<file path="config.mk">
export PLATFORM = sky130hd
export DESIGN_NAME = hazard_stall_ctrl
export DESIGN_NICKNAME = d
export VERILOG_FILES = /design/src/rtl/hazard_stall_ctrl.sv
export SDC_FILE = /design/constraint.sdc
export NUM_CORES = 1
export LEC_CHECK = 0
export BUFFER_PORTS_ARGS = -buffer_cell sky130_fd_sc_hd__buf_2
export CAP_MARGIN = 5
export CORE_MARGIN = 2
export CORE_UTILIZATION = 44
export CTS_BUF_LIST = sky130_fd_sc_hd__clkbuf_2
export CTS_CLUSTER_DIAMETER = 80
export DETAILED_ROUTE_END_ITERATION = 16
export HOLD_SLACK_MARGIN = 0.12
export PLACE_DENSITY = 0.7
export SLEW_MARGIN = 20
export SYNTH_ARGS = -nofsm -noshare
export SYNTH_HDL_FRONTEND = slang
export SYNTH_SLANG_ARGS = --single-unit
</file>
<file path="constraint.sdc">
create_clock -name clk_i -period 2 [get_ports clk_i]
set_input_delay 0.1 -clock clk_i [delete_from_list [all_inputs] [get_ports clk_i]]
set_output_delay 0.1 -clock clk_i [all_outputs]
set_load 0.05 [all_outputs]
</file>
<file path="src/rtl/hazard_stall_ctrl.sv">
// Pipeline sequencer for the 5-stage core.
// Each cycle this block decides whether the pipeline advances, stalls or flushes.
// The sources, in priority order, are:
//   1. data-memory wait states (freeze the whole pipe),
//   2. load-use hazards (one-cycle bubble into EX),
//   3. taken branches resolved in ID (flush IF/ID).
// A wait-timeout FSM traps a hung data memory in a sticky ERROR state.
// Saturating stall and flush counters are provided for debug.
//
// Handshake: dmem_valid_o mirrors mem_req_i while the FSM is not in ERROR.
// The access completes in the cycle that dmem_valid_o and dmem_ready_i are both high.
// While a request is pending, dmem_valid_o stays high and the pipe is frozen.
// When the requester drops mem_req_i before ready arrives, this is treated as completion.
module hazard_stall_ctrl #(
  parameter int MEM_TIMEOUT = 16,
  parameter int CNT_W       = 16
) (
  input  logic             clk_i,
  input  logic             rst_i,
  input  logic [4:0]       id_rs1_i,
  input  logic [4:0]       id_rs2_i,
  input  logic             id_use_rs2_i,
  input  logic             ex_memread_i,
  input  logic [4:0]       ex_rd_i,
  input  logic             id_branch_taken_i,
  input  logic             mem_req_i,
  input  logic             dmem_ready_i,
  output logic             pc_write_o,
  output logic             ifid_write_o,
  output logic             ifid_flush_o,
  output logic             idex_bubble_o,
  output logic             pipe_hold_o,
  output logic             dmem_valid_o,
  output logic             err_o,
  output logic [CNT_W-1:0] stall_cnt_o,
  output logic [CNT_W-1:0] flush_cnt_o,
  output logic [1:0]       dbg_state_o
);

  localparam int WAIT_W = $clog2(MEM_TIMEOUT + 1);
  localparam logic [WAIT_W-1:0] TIMEOUT_V = WAIT_W'(MEM_TIMEOUT);
  localparam logic [CNT_W-1:0]  CNT_MAX   = {CNT_W{1'b1}};

  typedef enum logic [1:0] {
    ST_RUN   = 2'd0,
    ST_WAIT  = 2'd1,
    ST_ERROR = 2'd2
  } state_e;

  state_e            state_q, state_d;
  logic [WAIT_W-1:0] wait_q, wait_d;
  logic [WAIT_W-1:0] wait_inc;
  logic              err_q, err_d;
  logic [CNT_W-1:0]  stall_cnt_q, stall_cnt_d;
  logic [CNT_W-1:0]  flush_cnt_q, flush_cnt_d;

  logic mem_stall;
  logic load_use;
  logic freeze;

  // Hazard detection; x0 is hardwired zero so it never creates a dependency
  always_comb begin
    mem_stall = mem_req_i & ~dmem_ready_i;
    load_use  = ex_memread_i & (ex_rd_i != 5'd0) &
                ((ex_rd_i == id_rs1_i) | (id_use_rs2_i & (ex_rd_i == id_rs2_i)));
    wait_inc  = wait_q + 1'b1;
  end

  // State, wait counter, sticky error and event counters
  always_ff @(posedge clk_i or negedge rst_i) begin
    if (!rst_i) begin
      state_q     <= ST_RUN;
      wait_q      <= '0;
      err_q       <= 1'b0;
      stall_cnt_q <= '0;
      flush_cnt_q <= '0;
    end else begin
      state_q     <= state_d;
      wait_q      <= wait_d;
      err_q       <= err_d;
      stall_cnt_q <= stall_cnt_d;
      flush_cnt_q <= flush_cnt_d;
    end
  end

  // Next-state logic; the RUN freeze cycle is the first counted wait cycle
  always_comb begin
    state_d = state_q;
    wait_d  = wait_q;
    case (state_q)
      ST_RUN: begin
        if (mem_stall) begin
          state_d = ST_WAIT;
          wait_d  = {{(WAIT_W-1){1'b0}}, 1'b1};
        end
      end
      ST_WAIT: begin
        if (!mem_req_i || dmem_ready_i) begin
          state_d = ST_RUN;
          wait_d  = '0;
        end else begin
          wait_d = wait_inc;
          if (wait_inc >= TIMEOUT_V) state_d = ST_ERROR;
        end
      end
      ST_ERROR: state_d = ST_ERROR;
      default: begin
        state_d = ST_RUN;
        wait_d  = '0;
      end
    endcase
  end

  // Pipeline control outputs (Mealy), forced low while reset is asserted
  always_comb begin
    freeze        = (state_q == ST_ERROR) | mem_stall;
    pc_write_o    = 1'b1;
    ifid_write_o  = 1'b1;
    ifid_flush_o  = 1'b0;
    idex_bubble_o = 1'b0;
    pipe_hold_o   = 1'b0;
    dmem_valid_o  = (state_q != ST_ERROR) & mem_req_i;
    if (freeze) begin
      pc_write_o   = 1'b0;
      ifid_write_o = 1'b0;
      pipe_hold_o  = 1'b1;
    end else if (load_use) begin
      // a taken branch in this cycle re-resolves once the load has moved on
      pc_write_o    = 1'b0;
      ifid_write_o  = 1'b0;
      idex_bubble_o = 1'b1;
    end else if (id_branch_taken_i) begin
      ifid_flush_o = 1'b1;
    end
    if (!rst_i) begin
      pc_write_o    = 1'b0;
      ifid_write_o  = 1'b0;
      ifid_flush_o  = 1'b0;
      idex_bubble_o = 1'b0;
      pipe_hold_o   = 1'b0;
      dmem_valid_o  = 1'b0;
    end
  end

  // Sticky error and saturating event counters
  always_comb begin
    err_d       = err_q | (state_d == ST_ERROR);
    stall_cnt_d = stall_cnt_q;
    flush_cnt_d = flush_cnt_q;
    if (!pc_write_o && stall_cnt_q != CNT_MAX) stall_cnt_d = stall_cnt_q + 1'b1;
    if (ifid_flush_o && flush_cnt_q != CNT_MAX) flush_cnt_d = flush_cnt_q + 1'b1;
  end

  assign err_o       = err_q;
  assign stall_cnt_o = stall_cnt_q;
  assign flush_cnt_o = flush_cnt_q;
  assign dbg_state_o = state_q;

endmodule

</file>
==> impl_metrics.env <==
export IMPL_die_height_um=73.20
export IMPL_max_slew_worst_pin_slew_ns=0.5155
export IMPL_grt_max_degree=43
export IMPL_number_of_nets_in_the_synthesized_netlist=225
export IMPL_slowest_stage="sky130_fd_sc_hd__dfrtp_2"
export IMPL_yosys_top_cells_area="sky130_fd_sc_hd__dfrtp_1 (48%), sky130_fd_sc_hd__xnor2_1 (15%), sky130_fd_sc_hd__and3_1 (5.0%)"
export IMPL_crit_fanout=5
export IMPL_fp_rows=25
export IMPL_crit_chain="nand2b_1, and3_4, a21bo_4, inv_4, buf_2"
export IMPL_timing_hold_worst_class="in -> reg"
export IMPL_vdd_ir_drop_max_mv=0.6679
export IMPL_place_detailed_hpwl_um=3352
export IMPL_drt_drc_violations_left=0
export IMPL_vias=1742
export IMPL_routedWlPerCell_um=13.53
export IMPL_drt_iter0_drc=79
export IMPL_dieArea_mm2=0.005358
export IMPL_final_layout_size_suffix_gt1_share_pct=37.68
export IMPL_synth_seq_cells=40
export IMPL_hold_violations=0
export IMPL_critical_path_max_stage_delay_ns=0.46
export IMPL_clock_skew_final_ns=0.01728
export IMPL_worst_endpoint_arrival_ns=1.77
export IMPL_max_cap_violations=0
export IMPL_clock_latency_ns=0.40
export IMPL_clock_tree_htree_level_count=2
export IMPL_die_w_um=73.20
export IMPL_final_net_count=300
export IMPL_cts_tree="built"
export IMPL_slew_limit_headroom_pct=65.63
export IMPL_synth_cells=200
export IMPL_clockRootBuffer="sky130_fd_sc_hd__clkbuf_2"
export IMPL_clock_period_minus_final_worst_setup_slack_ns=1.865
export IMPL_synth_sequential_area_ratio_pct=47.51
export IMPL_ys_types=37
export IMPL_fin_crit_sh_pct=93.27
export IMPL_globalRouteOverflowTotal=0
export IMPL_maxClockFrequency_ghz=0.5361
export IMPL_gp_congestion=0.8065
export IMPL_grt_pass1_vias=1608
export IMPL_clk_transition_reported_paths_ns=0.19
export IMPL_routed_wirelength_um=4465
export IMPL_p_total_mw=2.595
export IMPL_antenna_violations_before_repair=0
export IMPL_cts_buffers_inserted=5
export IMPL_route_antenna_remaining_nets=0
export IMPL_synth_cell_area_mm2=0.002107
export IMPL_clk_path_buf_depth=2
export IMPL_yosys_most_used_dff="sky130_fd_sc_hd__dfrtp_1"
export IMPL_global_route_usage_total_pct=17.60
export IMPL_grt_setup_unrepaired="no"
export IMPL_num_fill_cells=440
export IMPL_yosys_warnings=0
export IMPL_synth_top_cell_area_share_pct=47.51
export IMPL_status="completed"
export IMPL_number_of_slew_limit_violations_in_the_final_report=0
export IMPL_clk_sink_count=40
export IMPL_synth_top_cell_by_area="sky130_fd_sc_hd__dfrtp_1"
export IMPL_power_density_mw_per_mm2=992.7
export IMPL_synth_edff_count=0
export IMPL_timing_critical_path_to_type="primary output"
export IMPL_crit_type="reg -> out"
export IMPL_grt_pass1_wl_um=7327
export IMPL_io_port_bufs=62
export IMPL_area_growth_syn_to_layout_pct=24.05
export IMPL_p_leak_nw=1.265
export IMPL_initial_core_util_pct=45.21
export IMPL_critical_path_startpoint_type="flip-flop"
export IMPL_io_count=63
export IMPL_vias_per_cell=5.279
export IMPL_design_core_area_mm2=0.004661
export IMPL_setup_tns_final_ns=0
export IMPL_worst_endpoint_required_ns=1.90
export IMPL_postSynthAreaPerCell_um2=10.54
export IMPL_timing_final_setup_violations=0
export IMPL_number_of_iterations_in_the_first_detailed_routing_pass=4
export IMPL_synth_async_reset_ratio_pct=100.0
export IMPL_diodes=0
-- flip-flops by register name, summed over array words and instances, names as in the netlist --
signal,cells
stall_cnt_o,16
flush_cnt_o,16
dbg_state_o,2
wait_q,5
err_o,1
-- metrics by stage --
step	worst slack (ns)	hold slack (ns)	area (um^2)	std cells	util (%)
finish	0.1346	0.1604	2614	330	56.08
global route	0.02057	0.1824	2614	330	56.08
CTS	0.03346	0.1365	2603	330	55.84
detailed placement	0.1804	0.2071	2552	321	54.77
global placement	0.1875	0.2076	2552	321	54.77
floorplan	0.007153	-0.1956	2125	200	-
-- critical path: cells and delay by family, from the launching register on --
kind,cells,cell delay (ns)
compound gates,1,0.24
buf+inv,2,0.33
simple gates,2,0.35
flops,1,0.46
-- layout by cell type (no fill, tap or decap), types with 2 or more instances in the layout --
cell type,Yosys,final
sky130_fd_sc_hd__o21ai_0,3,3
sky130_fd_sc_hd__a21oi_1,3,3
sky130_fd_sc_hd__nand2_1,15,15
sky130_fd_sc_hd__or2_2,2,2
sky130_fd_sc_hd__mux2_4,2,2
sky130_fd_sc_hd__and3_1,17,16
sky130_fd_sc_hd__inv_1,2,2
sky130_fd_sc_hd__dfrtp_1,40,31
sky130_fd_sc_hd__mux2_2,2,2
sky130_fd_sc_hd__nor2_1,6,6
sky130_fd_sc_hd__xnor2_1,36,36
sky130_fd_sc_hd__mux2i_1,2,2
sky130_fd_sc_hd__xor2_1,2,2
sky130_fd_sc_hd__clkbuf_2,0,7
sky130_fd_sc_hd__buf_2,1,61
sky130_fd_sc_hd__nand2b_1,3,3
sky130_fd_sc_hd__or3_1,2,2
sky130_fd_sc_hd__dfrtp_2,0,9
sky130_fd_sc_hd__and4_1,2,2
sky130_fd_sc_hd__and2_1,2,2
sky130_fd_sc_hd__nand3_1,19,19
sky130_fd_sc_hd__nand4_1,17,17
sky130_fd_sc_hd__ha_1,3,2
sky130_fd_sc_hd__buf_4,2,11
-- power by group --
group	leakage [nW]	internal, mW	total, mW	switching, mW
Combinational	0.727	0.347	1.10	0.753
Clock	0.0330	0.0956	0.361	0.266
Sequential	0.505	0.953	1.13	0.181
Total	1.26	1.40	2.59	1.20
-- cell families after synthesis --
kind of cell,Yosys count,synth area share [%]
adders and majority gates,3,1.782
DFF,40,47.51
AOI/OAI and AO/OA,13,5.404
and+or+nand+nor,91,24.05
muxes,6,3.444
xor gates and xnor gates,38,15.80
buffers and inverters,9,2.018
-- routing by layer --
metal / track usage, % / vias to the layer above / share of wire (%)
met5: 0 / - / 0
met4: 4.938 / 0 / 1.1
met3: 5.249 / 5 / 6.4
met2: 27.63 / 43 / 46
met1: 23.65 / 836 / 46
li1: - / 858 / -
-- what timing repair did --
action | CTS | global route
buffers inserted | 0 | 0
endpoints found under the setup margin | 0 | 1
endpoints found under the hold margin | 40 | 0
resized for setup | 0 | 4
hold buffers | 1 | 0
-- area by class of cell --
cell class | instances | area (um^2) | share of cell area (%)
timing repair buffer | 74 | 409.1 | 15.65
tap | 54 | 67.56 | 2.585
inverter | 3 | 13.76 | 0.5266
multi-input combinational | 151 | 1071 | 40.98
sequential | 40 | 1012 | 38.73
clock inverter | 1 | 5.005 | 0.1915
clock buffer | 7 | 35.03 | 1.340
-- worst paths after layout --
path	start	endpoint	slack [ns]	cells past startpoint
min reg2reg	flush_cnt_o[15]	flush_cnt_o[15]	0.51	1
min	dmem_ready_i	dbg_state_o[0]	0.16	4
max	dbg_state_o[1]	ifid_write_o	0.13	5
min in group asynchronous	rst_i	flush_cnt_o[7]	0.31	3
max in group asynchronous	rst_i	dbg_state_o[1]	1.30	3
max reg2reg	dbg_state_o[0]	stall_cnt_o[9]	0.18	6
-- synth_stat cells, types with 2 or more instances --
cell type and number:
sky130_fd_sc_hd__buf_4 2, sky130_fd_sc_hd__and4_1 2, sky130_fd_sc_hd__and3_1 17, sky130_fd_sc_hd__nand2b_1 3
sky130_fd_sc_hd__nand3_1 19, sky130_fd_sc_hd__and2_1 2, sky130_fd_sc_hd__or2_2 2, sky130_fd_sc_hd__nor2_1 6
sky130_fd_sc_hd__ha_1 3, sky130_fd_sc_hd__mux2_4 2, sky130_fd_sc_hd__dfrtp_1 40, sky130_fd_sc_hd__o21ai_0 3
sky130_fd_sc_hd__inv_1 2, sky130_fd_sc_hd__nand2_1 15, sky130_fd_sc_hd__or3_1 2, sky130_fd_sc_hd__xnor2_1 36
sky130_fd_sc_hd__a21oi_1 3, sky130_fd_sc_hd__clkbuf_1 3, sky130_fd_sc_hd__mux2_2 2, sky130_fd_sc_hd__nand4_1 17
sky130_fd_sc_hd__mux2i_1 2, sky130_fd_sc_hd__xor2_1 2
Power figures use the tool's default switching activity.
